<file path="src/rtl/readout_scheduler.sv">
// Readout scheduler: opens a collect window when a readout is requested,
// waits for every enabled cell link to report its data written to the DPRAM,
// then publishes a one-cycle "data complete" pulse and holds off new
// requests until the downstream stream has drained. A window that does not
// complete within TIMEOUT_CYCLES is abandoned, and the cells that never
// reported are latched into cellMissing.
//
// TIMEOUT_CYCLES legal range is 2..65535. The timer is 16 bits wide.
module readout_scheduler #(
  parameter int CELL_COUNT     = 2,
  parameter int TIMEOUT_CYCLES = 80
) (
  input  logic                  clk,
  input  logic                  reset,
  input  logic                  faStrobe,
  input  logic [CELL_COUNT-1:0] cellEnable,
  input  logic [CELL_COUNT-1:0] cellDone,
  input  logic                  streamBusy,
  output logic                  readoutActive,
  output logic                  readoutValid,
  output logic [CELL_COUNT-1:0] cellMissing,
  output logic [15:0]           completeCount,
  output logic [15:0]           timeoutCount,
  output logic [15:0]           overrunCount
);

  // The timer holds 0 in the first collect cycle, so the TIMEOUT_CYCLES-th
  // collect cycle is the one where the timer reads TIMEOUT_CYCLES-1.
  localparam logic [15:0] TIMER_LAST = 16'(TIMEOUT_CYCLES - 1);

  typedef enum logic [1:0] {
    IDLE    = 2'd0,
    COLLECT = 2'd1,
    PUBLISH = 2'd2,
    DRAIN   = 2'd3
  } state_t;

  state_t                state_reg;
  logic [CELL_COUNT-1:0] en_mask_reg;
  logic [CELL_COUNT-1:0] seen_reg;
  logic [15:0]           timer_reg;

  // Seen mask including this cycle's reports, and the cells still missing
  // if the window were to close right now.
  logic [CELL_COUNT-1:0] seen_next;
  logic [CELL_COUNT-1:0] missing_next;
  logic                  all_seen;
  logic                  timer_expired;
  logic                  strobe_accept;
  logic                  strobe_overrun;

  genvar gi;
  generate
    for (gi = 0; gi < CELL_COUNT; gi++) begin : g_cell
      // Reports from cells outside the latched mask never count.
      assign seen_next[gi]    = seen_reg[gi] | (cellDone[gi] & en_mask_reg[gi]);
      assign missing_next[gi] = en_mask_reg[gi] & ~seen_next[gi];
    end
  endgenerate

  assign all_seen      = (seen_next == en_mask_reg);
  assign timer_expired = (timer_reg == TIMER_LAST);

  // A request with an empty participation mask is silently dropped; a
  // request while busy (any non-idle state, or stream still emitting) is
  // counted as an overrun.
  assign strobe_accept  = faStrobe && (state_reg == IDLE) && !streamBusy
                          && (cellEnable != '0);
  assign strobe_overrun = faStrobe && ((state_reg != IDLE) || streamBusy);

  // Saturating increment for the statistics counters.
  function automatic logic [15:0] sat_inc(input logic [15:0] value);
    return (value == 16'hFFFF) ? value : value + 16'd1;
  endfunction

  // Sequencer with registered outputs and statistics counters.
  always_ff @(posedge clk) begin
    if (reset) begin
      state_reg     <= IDLE;
      en_mask_reg   <= '0;
      seen_reg      <= '0;
      timer_reg     <= '0;
      readoutActive <= 1'b0;
      readoutValid  <= 1'b0;
      cellMissing   <= '0;
      completeCount <= '0;
      timeoutCount  <= '0;
      overrunCount  <= '0;
    end else begin
      readoutValid <= 1'b0;

      if (strobe_overrun) begin
        overrunCount <= sat_inc(overrunCount);
      end

      case (state_reg)
        IDLE: begin
          readoutActive <= 1'b0;
          if (strobe_accept) begin
            state_reg     <= COLLECT;
            en_mask_reg   <= cellEnable;
            seen_reg      <= '0;
            timer_reg     <= '0;
            readoutActive <= 1'b1;
          end
        end

        COLLECT: begin
          seen_reg <= seen_next;
          if (all_seen) begin
            // Completion takes priority over a simultaneous timeout.
            state_reg     <= PUBLISH;
            readoutActive <= 1'b0;
            readoutValid  <= 1'b1;
            completeCount <= sat_inc(completeCount);
          end else if (timer_expired) begin
            state_reg     <= IDLE;
            readoutActive <= 1'b0;
            timeoutCount  <= sat_inc(timeoutCount);
            cellMissing   <= missing_next;
          end else begin
            timer_reg <= timer_reg + 16'd1;
          end
        end

        PUBLISH: begin
          state_reg <= DRAIN;
        end

        DRAIN: begin
          if (!streamBusy) begin
            state_reg <= IDLE;
          end
        end

        default: begin
          state_reg     <= IDLE;
          readoutActive <= 1'b0;
        end
      endcase
    end
  end

endmodule

</file>
<file path="config.mk">
export PLATFORM = sky130hd
export DESIGN_NAME = readout_scheduler
export DESIGN_NICKNAME = d
export VERILOG_FILES = /design/src/rtl/readout_scheduler.sv
export SDC_FILE = /design/constraint.sdc
export NUM_CORES = 1
export LEC_CHECK = 0
export CAP_MARGIN = 30
export CORE_ASPECT_RATIO = 1.2
export CORE_UTILIZATION = 59
export CTS_BUF_LIST = sky130_fd_sc_hd__clkbuf_4
export CTS_CLUSTER_DIAMETER = 200
export CTS_CLUSTER_SIZE = 28
export DETAILED_ROUTE_END_ITERATION = 12
export GPL_TIMING_DRIVEN = 0
export PLACE_DENSITY = 0.85
export SYNTH_ARGS = -nofsm -noshare
export SYNTH_HDL_FRONTEND = slang
export SYNTH_SLANG_ARGS = --single-unit
</file>
<file path="constraint.sdc">
create_clock -name clk -period 3.8 [get_ports clk]
set_input_delay 1.14 -clock clk [delete_from_list [all_inputs] [get_ports clk]]
set_output_delay 1.14 -clock clk [all_outputs]
set_load 0.05 [all_outputs]
</file>
==> results of run 1 <==
worst reg2reg max path, delay by kind of cell, from the launching register on:
| family | cells | cell delay [ns] |
|---|---|---|
| DFF | 1 | 0.46 |
| and+or+nand+nor | 4 | 1.01 |
| AOI/OAI and AO/OA | 1 | 0.14 |
| adders and majority gates | 1 | 0.29 |
| buffers and inverters | 2 | 0.41 |
synthesized netlist by cell type (all sizes together):
master / number / area share, %
nor4b: 6 / 1.9
a211oi: 3 / 0.63
and4b: 2 / 0.56
ha: 6 / 2.1
buf: 7 / 1.2
nand2b: 5 / 0.87
nor2b: 2 / 0.35
xor2: 6 / 1.5
o21a: 2 / 0.42
nor4bb: 1 / 0.28
and2: 4 / 0.70
nand4b: 3 / 0.73
or3: 13 / 2.3
a21oi: 39 / 5.5
nor2: 47 / 4.9
a311oi: 2 / 0.49
and2b: 1 / 0.21
o31ai: 9 / 2.0
nand3b: 2 / 0.42
or4: 8 / 1.7
inv: 5 / 0.52
a21o: 1 / 0.21
o211ai: 1 / 0.21
a31o: 1 / 0.24
nor4: 8 / 2.0
mux2: 1 / 0.31
dfxtp: 74 / 41
nand4: 12 / 2.3
a31oi: 4 / 0.70
and3: 12 / 2.1
xnor2: 19 / 4.6
o2111ai: 1 / 0.24
nand3: 17 / 2.4
mux2i: 4 / 1.1
clkbuf: 9 / 0.94
a41oi: 2 / 0.49
o21ai: 21 / 3.0
nand2: 34 / 3.6
nor3b: 3 / 0.63
nor3: 15 / 2.1
and4: 10 / 2.4
worst paths after layout:
kind | startpoint | end
worst max-delay path | cellDone[1] | completeCount[14]$_SDFFE_PP0P_
worst min-delay path | cellMissing[1]$_SDFFE_PP0P_ | cellMissing[1]$_SDFFE_PP0P_
worst max register to register | timer_reg[0]$_SDFFE_PP0P_ | timeoutCount[3]$_SDFFE_PP0P_
worst min register to register | cellMissing[1]$_SDFFE_PP0P_ | cellMissing[1]$_SDFFE_PP0P_
through the flow:
step / hold slack (ns) / cells
5_1_grt: 0.500 / 577
3_3_place_gp: 0.451 / 561
6_report: 0.482 / 577
4_1_cts: 0.492 / 577
3_5_place_dp: 0.464 / 561
2_1_floorplan: 0.438 / 422
power by group:
| part | leakage (nW) | internal [W] | total [W] | switching [W] |
|---|---|---|---|---|
| Sequential | 0.597 | 0.000785 | 0.000795 | 0.0000102 |
| Combinational | 0.773 | 0.0000428 | 0.000124 | 0.0000815 |
| Clock | 0.0788 | 0.000275 | 0.000557 | 0.000282 |
routing by layer:
metal	share of wire, %	vias up
met5	0	-
met4	2.8	0
met3	5.7	20
met2	48	112
met1	43	1622
li1	-	1699
cell families after synthesis:
kind of cell | count (synthesis) | synth area share [%]
AO/OA/AOI/OAI | 86 | 14.2
XOR/XNOR | 25 | 6.09
buffers and inverters | 21 | 2.65
AND/OR/NAND/NOR | 205 | 32.3
flip-flops | 74 | 41.2
adder cells (fa/ha/maj) | 6 | 2.09
multiplexers | 5 | 1.43
area by class of cell:
| type | count | area [µm²] |
|---|---|---|
| sequential | 74 | 1480 |
| fill | 466 | 1330 |
| multi-input combinational | 327 | 2020 |
| clock inverter | 6 | 91.3 |
| timing repair buffer | 59 | 591 |
| inverter | 5 | 18.8 |
| buffer | 16 | 76.3 |
| clock buffer | 10 | 75.1 |
| tap | 80 | 100 |
==> impl_metrics.py, run 1 <==
metrics = {
    "placement": {
        "hpwl_um": 6100,
        "gp_congestion": 0.835,
        "portBuffers": 59,
        "place_ws_ns": 0.288,
        "postPlaceCellArea_mm2": 0.00428,
    },
    "synth": {
        "ys_types": 52,
        "syn_area_mm2": 0.00359,
        "syn_nets": 436,
        "synth_cells": 422,
        "synth_warnings": 0,
        "synth-seq-cells": 74,
        "yosysSeqAreaShare_pct": 41.2,
        "syn_area_per_cell_um2": 8.52,
    },
    "floorplan": {
        "io_pins": 60,
        "die_height_um": 87.5,
        "fp.dieArea_mm2": 0.00641,
        "start_util_pct": 62.2,
        "fp.dieW_um": 73.2,
        "rows": 30,
        "core_area_mm2": 0.00578,
    },
    "clock_network": {
        "hold_buffers": 0,
        "clock_sinks": 74,
        "clkTransAtPathRegs_ns": 0.12,
        "htree_levels": 3,
        "ctsResizeCount": 0,
        "post-cts-setup-buffers": 0,
        "cts_root_buffer": "clkbuf_4",
        "cts_made_buffers": 9,
        "tritoncts": "yes",
        "clk-insertion-delay-late_ns": 0.42,
        "clockBufferDepth": 2,
    },
    "status": {
        "status": "finished clean",
    },
    "global_route": {
        "grtUsageTotal_pct": 29.1,
        "overflow": 0,
        "grt_busiest_layer": "met2",
        "grt_pass1_wl_um": 14600,
        "grtUsageMet3_pct": 6.71,
        "antenna_found_initial": 0,
        "grtUsageMet1_pct": 35.6,
        "grt_start_max_net_pins": 14,
        "met2_usage_pct": 47.8,
        "grt_pass1_vias": 3128,
    },
    "routing": {
        "avgViaCountPerCell": 5.98,
        "antenna_left": 0,
        "wl_per_cell_um": 15.2,
        "drc": 0,
        "first_pass_iters": 5,
        "vias": 3453,
        "first_iter_violations": 181,
        "finalWirelength_um": 8760,
    },
    "final_layout": {
        "drive_gt1_share_pct": 6.44,
        "n_antenna_cell": 0,
        "layout_common_cells": "74 x dfxtp_1, 59 x clkdlybuf4s50_1, 47 x nor2_1",
        "nets": 506,
        "area_delta_synth_final_pct": 23.9,
        "mostFrequentLayoutCell": "dfxtp_1",
        "final_core_util_pct": 77.0,
        "final_cell_area_mm2": 0.00445,
    },
    "worst_hold_path": {
        "hold_path.class": "reg -> reg",
        "hold_depth": 2,
    },
    "setup_path": {
        "critPathCaptureType": "flop",
        "path_buf_inv": 1,
        "worstPathRequired_ns": 4.09,
        "cpLargestDelayFamily": "simple AND/OR/NAND/NOR gates",
        "r2r_slack_ns": 1.42,
        "crit_path_max_incr_delay_ns": 0.52,
        "cp_max_fo": 6,
        "reg2reg_depth": 8,
        "arrival_ns": 3.41,
        "slowest_stage": "or3_1",
        "worstSetupPathType": "in -> reg",
        "worst-path-stages": 8,
        "worstSetupStartpointType": "primary input",
        "crit_chain": "clkdlybuf4s50_1 -> a21oi_1 -> ha_1 -> nand4b_1 -> or3_1 -> nor3b_1 -> xnor2_1 -> nor2_1",
    },
    "job": {
        "maxCapViolCount": 0,
    },
    "power_and_ir_drop": {
        "finalPower_w": 0.00148,
        "power_density_mw_per_mm2": 332,
        "p_leak_nw": 1.45,
        "vdd_ir_drop_max_v": 0.000249,
    },
    "sta": {
        "fin_skew_ns": 0.0218,
        "fin_tns_setup_ns": 0,
        "slew_headroom_pct": 49.3,
        "drv_slew": 0,
        "period_share_pct": 82.0,
        "setup_viol": 0,
        "min_period_ns": 3.12,
        "rsz0062_at_grt": "no",
        "worst_slew_pin_slew_ns": 0.755,
        "max_freq_mhz": 321,
        "hold_viol": 0,
        "setup_ws_ns": 0.684,
    },
}
No activity file was read; power rests on OpenSTA's default activity.
==> run 2, diff against run 1 <==
--- a/config.mk
+++ b/config.mk
@@ -7,13 +7,13 @@
 export LEC_CHECK = 0
 export CAP_MARGIN = 30
 export CORE_ASPECT_RATIO = 1.2
-export CORE_UTILIZATION = 59
+export CORE_UTILIZATION = 55
 export CTS_BUF_LIST = sky130_fd_sc_hd__clkbuf_4
 export CTS_CLUSTER_DIAMETER = 200
 export CTS_CLUSTER_SIZE = 28
 export DETAILED_ROUTE_END_ITERATION = 12
 export GPL_TIMING_DRIVEN = 0
-export PLACE_DENSITY = 0.85
+export PLACE_DENSITY = 0.8
 export SYNTH_ARGS = -nofsm -noshare
 export SYNTH_HDL_FRONTEND = slang
 export SYNTH_SLANG_ARGS = --single-unit
==> constraint.sdc (replaced) <==
create_clock -name clk -period 2.9 [get_ports clk]
set_input_delay 0.87 -clock clk [delete_from_list [all_inputs] [get_ports clk]]
set_output_delay 0.87 -clock clk [all_outputs]
set_load 0.05 [all_outputs]
==> impl_metrics.py, run 2 (same netlist as run 1, synthesis figures left out) <==
metrics = {
    "power_and_ir_drop": {
        "vdd_ir_drop_max_v": 0.000293,
        "p_leak_nw": 1.45,
        "power_density_mw_per_mm2": 430,
    },
    "placement": {
        "place_inst": 563,
        "hpwl_um": 6110,
        "portBuffers": 59,
        "gp_congestion": 0.813,
        "postPlaceCellArea_mm2": 0.00429,
    },
    "routing": {
        "first_iter_violations": 173,
        "wirelength_met1_um": 3830,
        "avgViaCountPerCell": 5.89,
        "finalWirelength_um": 8710,
        "antenna_left": 0,
        "wl_met2_um": 4230,
        "wl_per_cell_um": 15.1,
        "wl_met3_um": 499,
        "top_layer": "met4",
        "first_pass_iters": 5,
        "drc": 0,
        "vias": 3403,
    },
    "setup_path": {
        "crit_path_max_incr_delay_ns": 0.51,
        "slowest_stage": "clkdlybuf4s50_1",
        "path_buf_inv": 2,
        "cp-startpoint": "cellDone[0]",
        "cpLargestDelayFamily": "buffers and inverters",
        "crit-reg2reg-capture": "timeoutCount[15]$_SDFFE_PP0P_",
        "worst-path-stages": 8,
        "cp_max_fo": 10,
        "worstPathRequired_ns": 3.24,
        "crit_path_frequent_cell": "a21oi_1",
        "critPathCaptureType": "flop",
        "arrival_ns": 3.16,
        "reg2reg_depth": 8,
        "worstSetupStartpointType": "primary input",
        "crit_chain": "clkdlybuf4s50_1 -> a21oi_1 -> ha_1 -> a21oi_2 -> nand4_2 -> buf_2 -> or4_1 -> a21oi_1",
        "r2r_slack_ns": 0.53,
        "worstSetupPathType": "in -> reg",
        "rr_startpoint": "timer_reg[0]$_SDFFE_PP0P_",
    },
    "floorplan": {
        "core_area_mm2": 0.00617,
        "io_pins": 60,
        "rows": 31,
        "die_height_um": 90.5,
        "fp.dieArea_mm2": 0.00686,
        "fp.dieW_um": 75.8,
        "start_util_pct": 58.3,
    },
    "sta": {
        "period_share_pct": 97.1,
        "rsz0062_at_grt": "no",
        "max_freq_mhz": 355,
        "setup_viol": 0,
        "fin_skew_ns": 0.0138,
        "hold_viol": 0,
        "slew_headroom_pct": 54.5,
        "min_period_ns": 2.82,
        "fin_tns_setup_ns": 0,
        "drv_slew": 0,
        "worst_slew_pin_slew_ns": 0.678,
    },
    "final_layout": {
        "layout_common_cells": "74 x dfxtp_1, 59 x clkdlybuf4s50_1, 47 x nor2_1",
        "nets": 506,
        "area_delta_synth_final_pct": 23.6,
        "final_core_util_pct": 72.0,
        "n_antenna_cell": 0,
        "mostFrequentLayoutCell": "dfxtp_1",
        "nFillCells": 512,
        "final_cells": 578,
        "final_cell_area_mm2": 0.00444,
        "drive_gt1_share_pct": 6.05,
    },
    "global_route": {
        "grt_pass1_vias": 3264,
        "overflow": 0,
        "grt_start_max_net_pins": 12,
        "antenna_found_initial": 0,
        "grtUsageTotal_pct": 27.2,
        "grt_pass1_wl_um": 14400,
    },
    "clock_network": {
        "cts_root_buffer": "clkbuf_4",
        "htree_levels": 3,
        "cts_made_buffers": 9,
        "clock_sinks": 74,
        "clk-insertion-delay-late_ns": 0.41,
        "clockBufferDepth": 2,
        "clkTransAtPathRegs_ns": 0.11,
        "post-cts-setup-buffers": 0,
        "tritoncts": "yes",
    },
    "status": {
        "status": "finished clean",
    },
    "worst_hold_path": {
        "hold_end": "cellMissing[1]$_SDFFE_PP0P_",
        "hp-start": "cellMissing[1]$_SDFFE_PP0P_",
        "hold_depth": 2,
        "hold_path.class": "reg -> reg",
    },
    "job": {
        "maxCapViolCount": 0,
    },
}
-- run 2: cell count changes in the layout (fill, tap and decap cells not counted), sizes merged --
cell / previous run / this run
clkbuf: 19 / 20
clkinv: 1 / 2
clkinvlp: 3 / 0
-- run 2: repair_timing --
| action | 4_1_cts | 5_1_grt |
|---|---|---|
| gates resized for setup | 0 | 1 |
| hold buffers | 0 | 0 |
| setup endpoints to repair | 0 | 1 |
-- run 2: through the flow --
| stage | worst slack, ns | total power, W | hold WS (ns) |
|---|---|---|---|
| 2_1_floorplan | 0.463 | 0.00117 | 0.438 |
| 3_3_place_gp | -0.289 | 0.00122 | 0.452 |
| 3_5_place_dp | -0.317 | 0.00123 | 0.464 |
| 4_1_cts | 0.0993 | 0.00192 | 0.480 |
| 5_1_grt | 0.00946 | 0.00198 | 0.512 |
| 6_report | 0.0847 | 0.00191 | 0.482 |
-- run 2: power by group --
group	internal, W	total (W)	switching [W]
Sequential	0.00103	0.00104	0.0000137
Clock	0.000360	0.000705	0.000344
Combinational	0.0000563	0.000164	0.000108
-- run 2: layer usage --
layer | global-route usage, % | vias to the layer above
li1 | - | 1700
met1 | 33.1 | 1590
met2 | 44.9 | 99
met3 | 6.14 | 14
met4 | 11.3 | 0
met5 | 0 | -
-- run 2: worst max-delay path by stage --
stage                                          end  slack [ns]
global placement    completeCount[14]$_SDFFE_PP0P_       -0.29
CTS                 completeCount[14]$_SDFFE_PP0P_         0.1
detailed placement  completeCount[14]$_SDFFE_PP0P_       -0.32
finish               timeoutCount[15]$_SDFFE_PP0P_        0.08
floorplan                timer_reg[5]$_SDFFE_PP0P_        0.46
global route          timeoutCount[3]$_SDFFE_PP0P_       0.009
-- run 2: worst min-delay path: stages, from the launching register on --
cell and delay (ns):
dfxtp_1 0.34, nand2_1 0.05, a21oi_1 0.05
-- run 2: final cells by class --
cell class,instances,area [µm²],share of cell area (%)
inverter,5,18.8,0.423
multi-input combinational,327,2020,45.5
tap,82,103,2.31
clock buffer,11,82.6,1.86
sequential,74,1480,33.4
timing repair buffer,59,591,13.3
buffer,16,76.3,1.72
clock inverter,4,67.6,1.52
==> run 3, diff against run 2 <==
--- a/config.mk
+++ b/config.mk
@@ -6,7 +6,7 @@
 export NUM_CORES = 1
 export LEC_CHECK = 0
 export CAP_MARGIN = 30
-export CORE_ASPECT_RATIO = 1.2
+export CORE_ASPECT_RATIO = 1.4
 export CORE_UTILIZATION = 55
 export CTS_BUF_LIST = sky130_fd_sc_hd__clkbuf_4
 export CTS_CLUSTER_DIAMETER = 200
==> impl_metrics.py, run 3 (same netlist as run 1, synthesis figures left out) <==
metrics = {
    "status": {
        "status": "finished clean",
    },
    "setup_path": {
        "reg2reg_depth": 8,
        "slowest_stage": "clkdlybuf4s50_1",
        "crit_path_max_incr_delay_ns": 0.52,
        "cp_max_fo": 6,
        "arrival_ns": 3.12,
        "crit-reg2reg-capture": "timeoutCount[3]$_SDFFE_PP0P_",
        "worstSetupStartpointType": "primary input",
        "r2r_slack_ns": 0.59,
        "worstPathRequired_ns": 3.19,
        "rr_startpoint": "timer_reg[0]$_SDFFE_PP0P_",
        "critPathCaptureType": "flop",
        "worstSetupPathType": "in -> reg",
        "crit_chain": "clkdlybuf4s50_1 -> a21oi_1 -> ha_1 -> nand4b_1 -> or3_4 -> nor3b_1 -> xnor2_1 -> nor2_1",
    },
    "routing": {
        "drc": 0,
        "wl_per_cell_um": 15.1,
        "finalWirelength_um": 8620,
        "vias": 3411,
        "antenna_left": 0,
        "avgViaCountPerCell": 5.99,
        "first_iter_violations": 206,
        "first_pass_iters": 5,
    },
    "job": {
        "maxCapViolCount": 0,
    },
    "placement": {
        "place_ws_ns": -0.284,
        "postPlaceCellArea_mm2": 0.00427,
        "portBuffers": 59,
        "hpwl_um": 6070,
        "gp_congestion": 0.812,
    },
    "clock_network": {
        "clk-insertion-delay-late_ns": 0.42,
        "cts_root_buffer": "clkbuf_4",
        "hold_buffers": 0,
        "clock_sinks": 74,
        "clockBufferDepth": 2,
        "htree_levels": 3,
        "clkTransAtPathRegs_ns": 0.11,
        "cts_made_buffers": 9,
        "tritoncts": "yes",
    },
    "floorplan": {
        "io_pins": 60,
        "core_area_mm2": 0.00625,
        "die_height_um": 97.6,
        "fp.dieW_um": 70.3,
        "start_util_pct": 57.5,
        "fp.dieArea_mm2": 0.00687,
        "rows": 34,
    },
    "sta": {
        "drv_slew": 0,
        "setup_ws_ns": 0.0709,
        "slew_headroom_pct": 49.6,
        "fin_hold_ws_ns": 0.473,
        "min_period_ns": 2.83,
        "period_share_pct": 97.6,
        "worst_slew_pin_slew_ns": 0.749,
        "setup_viol": 0,
        "hold_viol": 0,
        "max_freq_mhz": 353,
        "fin_skew_ns": 0.0182,
    },
    "final_layout": {
        "nets": 506,
        "mostFrequentLayoutCell": "dfxtp_1",
        "final_core_util_pct": 70.9,
        "layout_common_cells": "74 x dfxtp_1, 59 x clkdlybuf4s50_1, 47 x nor2_1",
        "drive_gt1_share_pct": 6.84,
        "n_antenna_cell": 0,
        "final_cell_area_mm2": 0.00443,
        "area_delta_synth_final_pct": 23.4,
    },
    "worst_hold_path": {
        "hold_path.class": "reg -> reg",
        "hp-start": "cellMissing[0]$_SDFFE_PP0P_",
        "hold_depth": 2,
        "hold_end": "cellMissing[0]$_SDFFE_PP0P_",
    },
    "global_route": {
        "grtUsageTotal_pct": 25.1,
        "antenna_found_initial": 0,
        "overflow": 0,
        "grt_pass1_vias": 3133,
        "grt_pass1_wl_um": 14100,
        "grt_start_max_net_pins": 13,
    },
    "power_and_ir_drop": {
        "power_density_mw_per_mm2": 410,
        "finalPower_w": 0.00182,
        "p_leak_nw": 1.44,
        "vdd_ir_drop_max_v": 0.000301,
    },
}
## run 3: changes by cell type in the layout (fill, tap and decap cells not counted), sizes merged
| cell | previous run | this run |
|---|---|---|
| clkbuf | 20 | 18 |
| bufinv | 2 | 1 |
| clkinvlp | 0 | 1 |
| clkinv | 2 | 5 |
## run 3: critical path: cells and delay by family
family | cells | cell delay, ns
compound gates | 1 | 0.09
simple gates | 4 | 1.12
fa+ha+maj | 1 | 0.37
buf+inv | 1 | 0.52
xor+xnor | 1 | 0.15
## run 3: worst max path at each step
| stage | to | startpoint | slack (ns) | depth (start not counted) |
|---|---|---|---|---|
| 6_report | completeCount[14]$_SDFFE_PP0P_ | cellDone[1] | 0.07 | 8 |
| 5_1_grt | completeCount[14]$_SDFFE_PP0P_ | cellDone[1] | -0.03 | 8 |
| 4_1_cts | completeCount[14]$_SDFFE_PP0P_ | cellDone[0] | 0.12 | 8 |
| 3_5_place_dp | completeCount[14]$_SDFFE_PP0P_ | cellDone[0] | -0.28 | 8 |
| 3_3_place_gp | completeCount[14]$_SDFFE_PP0P_ | cellDone[0] | -0.28 | 8 |
| 2_1_floorplan | timer_reg[5]$_SDFFE_PP0P_ | cellDone[0] | 0.46 | 8 |
## run 3: metal layers
metal	vias up	wire length (µm)	GRT usage (%)
met5	-	0	0
met3	8	303	4.88
met1	1620	3740	30.6
met4	0	80	8.46
met2	81	4500	43.5
li1	1702	-	-
## run 3: where the power goes
group | internal [W] | switching [W]
combinational | 0.0000565 | 0.000108
clock | 0.000253 | 0.000358
sequential | 0.00103 | 0.0000147
## run 3: metrics by stage
step / instances / TNS, ns
5_1_grt: 569 / -0.0641
2_1_floorplan: 422 / 0
3_5_place_dp: 553 / -4.80
3_3_place_gp: 553 / -3.49
6_report: 569 / 0
4_1_cts: 569 / 0
## run 3: area by class of cell
class | count | area [µm²]
multi-input combinational | 327 | 2050
buffer | 16 | 76.3
clock inverter | 7 | 60.1
inverter | 5 | 18.8
sequential | 74 | 1480
timing repair buffer | 59 | 591
clock buffer | 9 | 67.6
fill | 546 | 1820
tap | 72 | 90.1
## run 3: repair_timing
item                                   CTS  global route
setup buffers                            0             0
endpoints found under the hold margin    0             0
gates resized for setup                  0             5
setup endpoints to repair                0             3
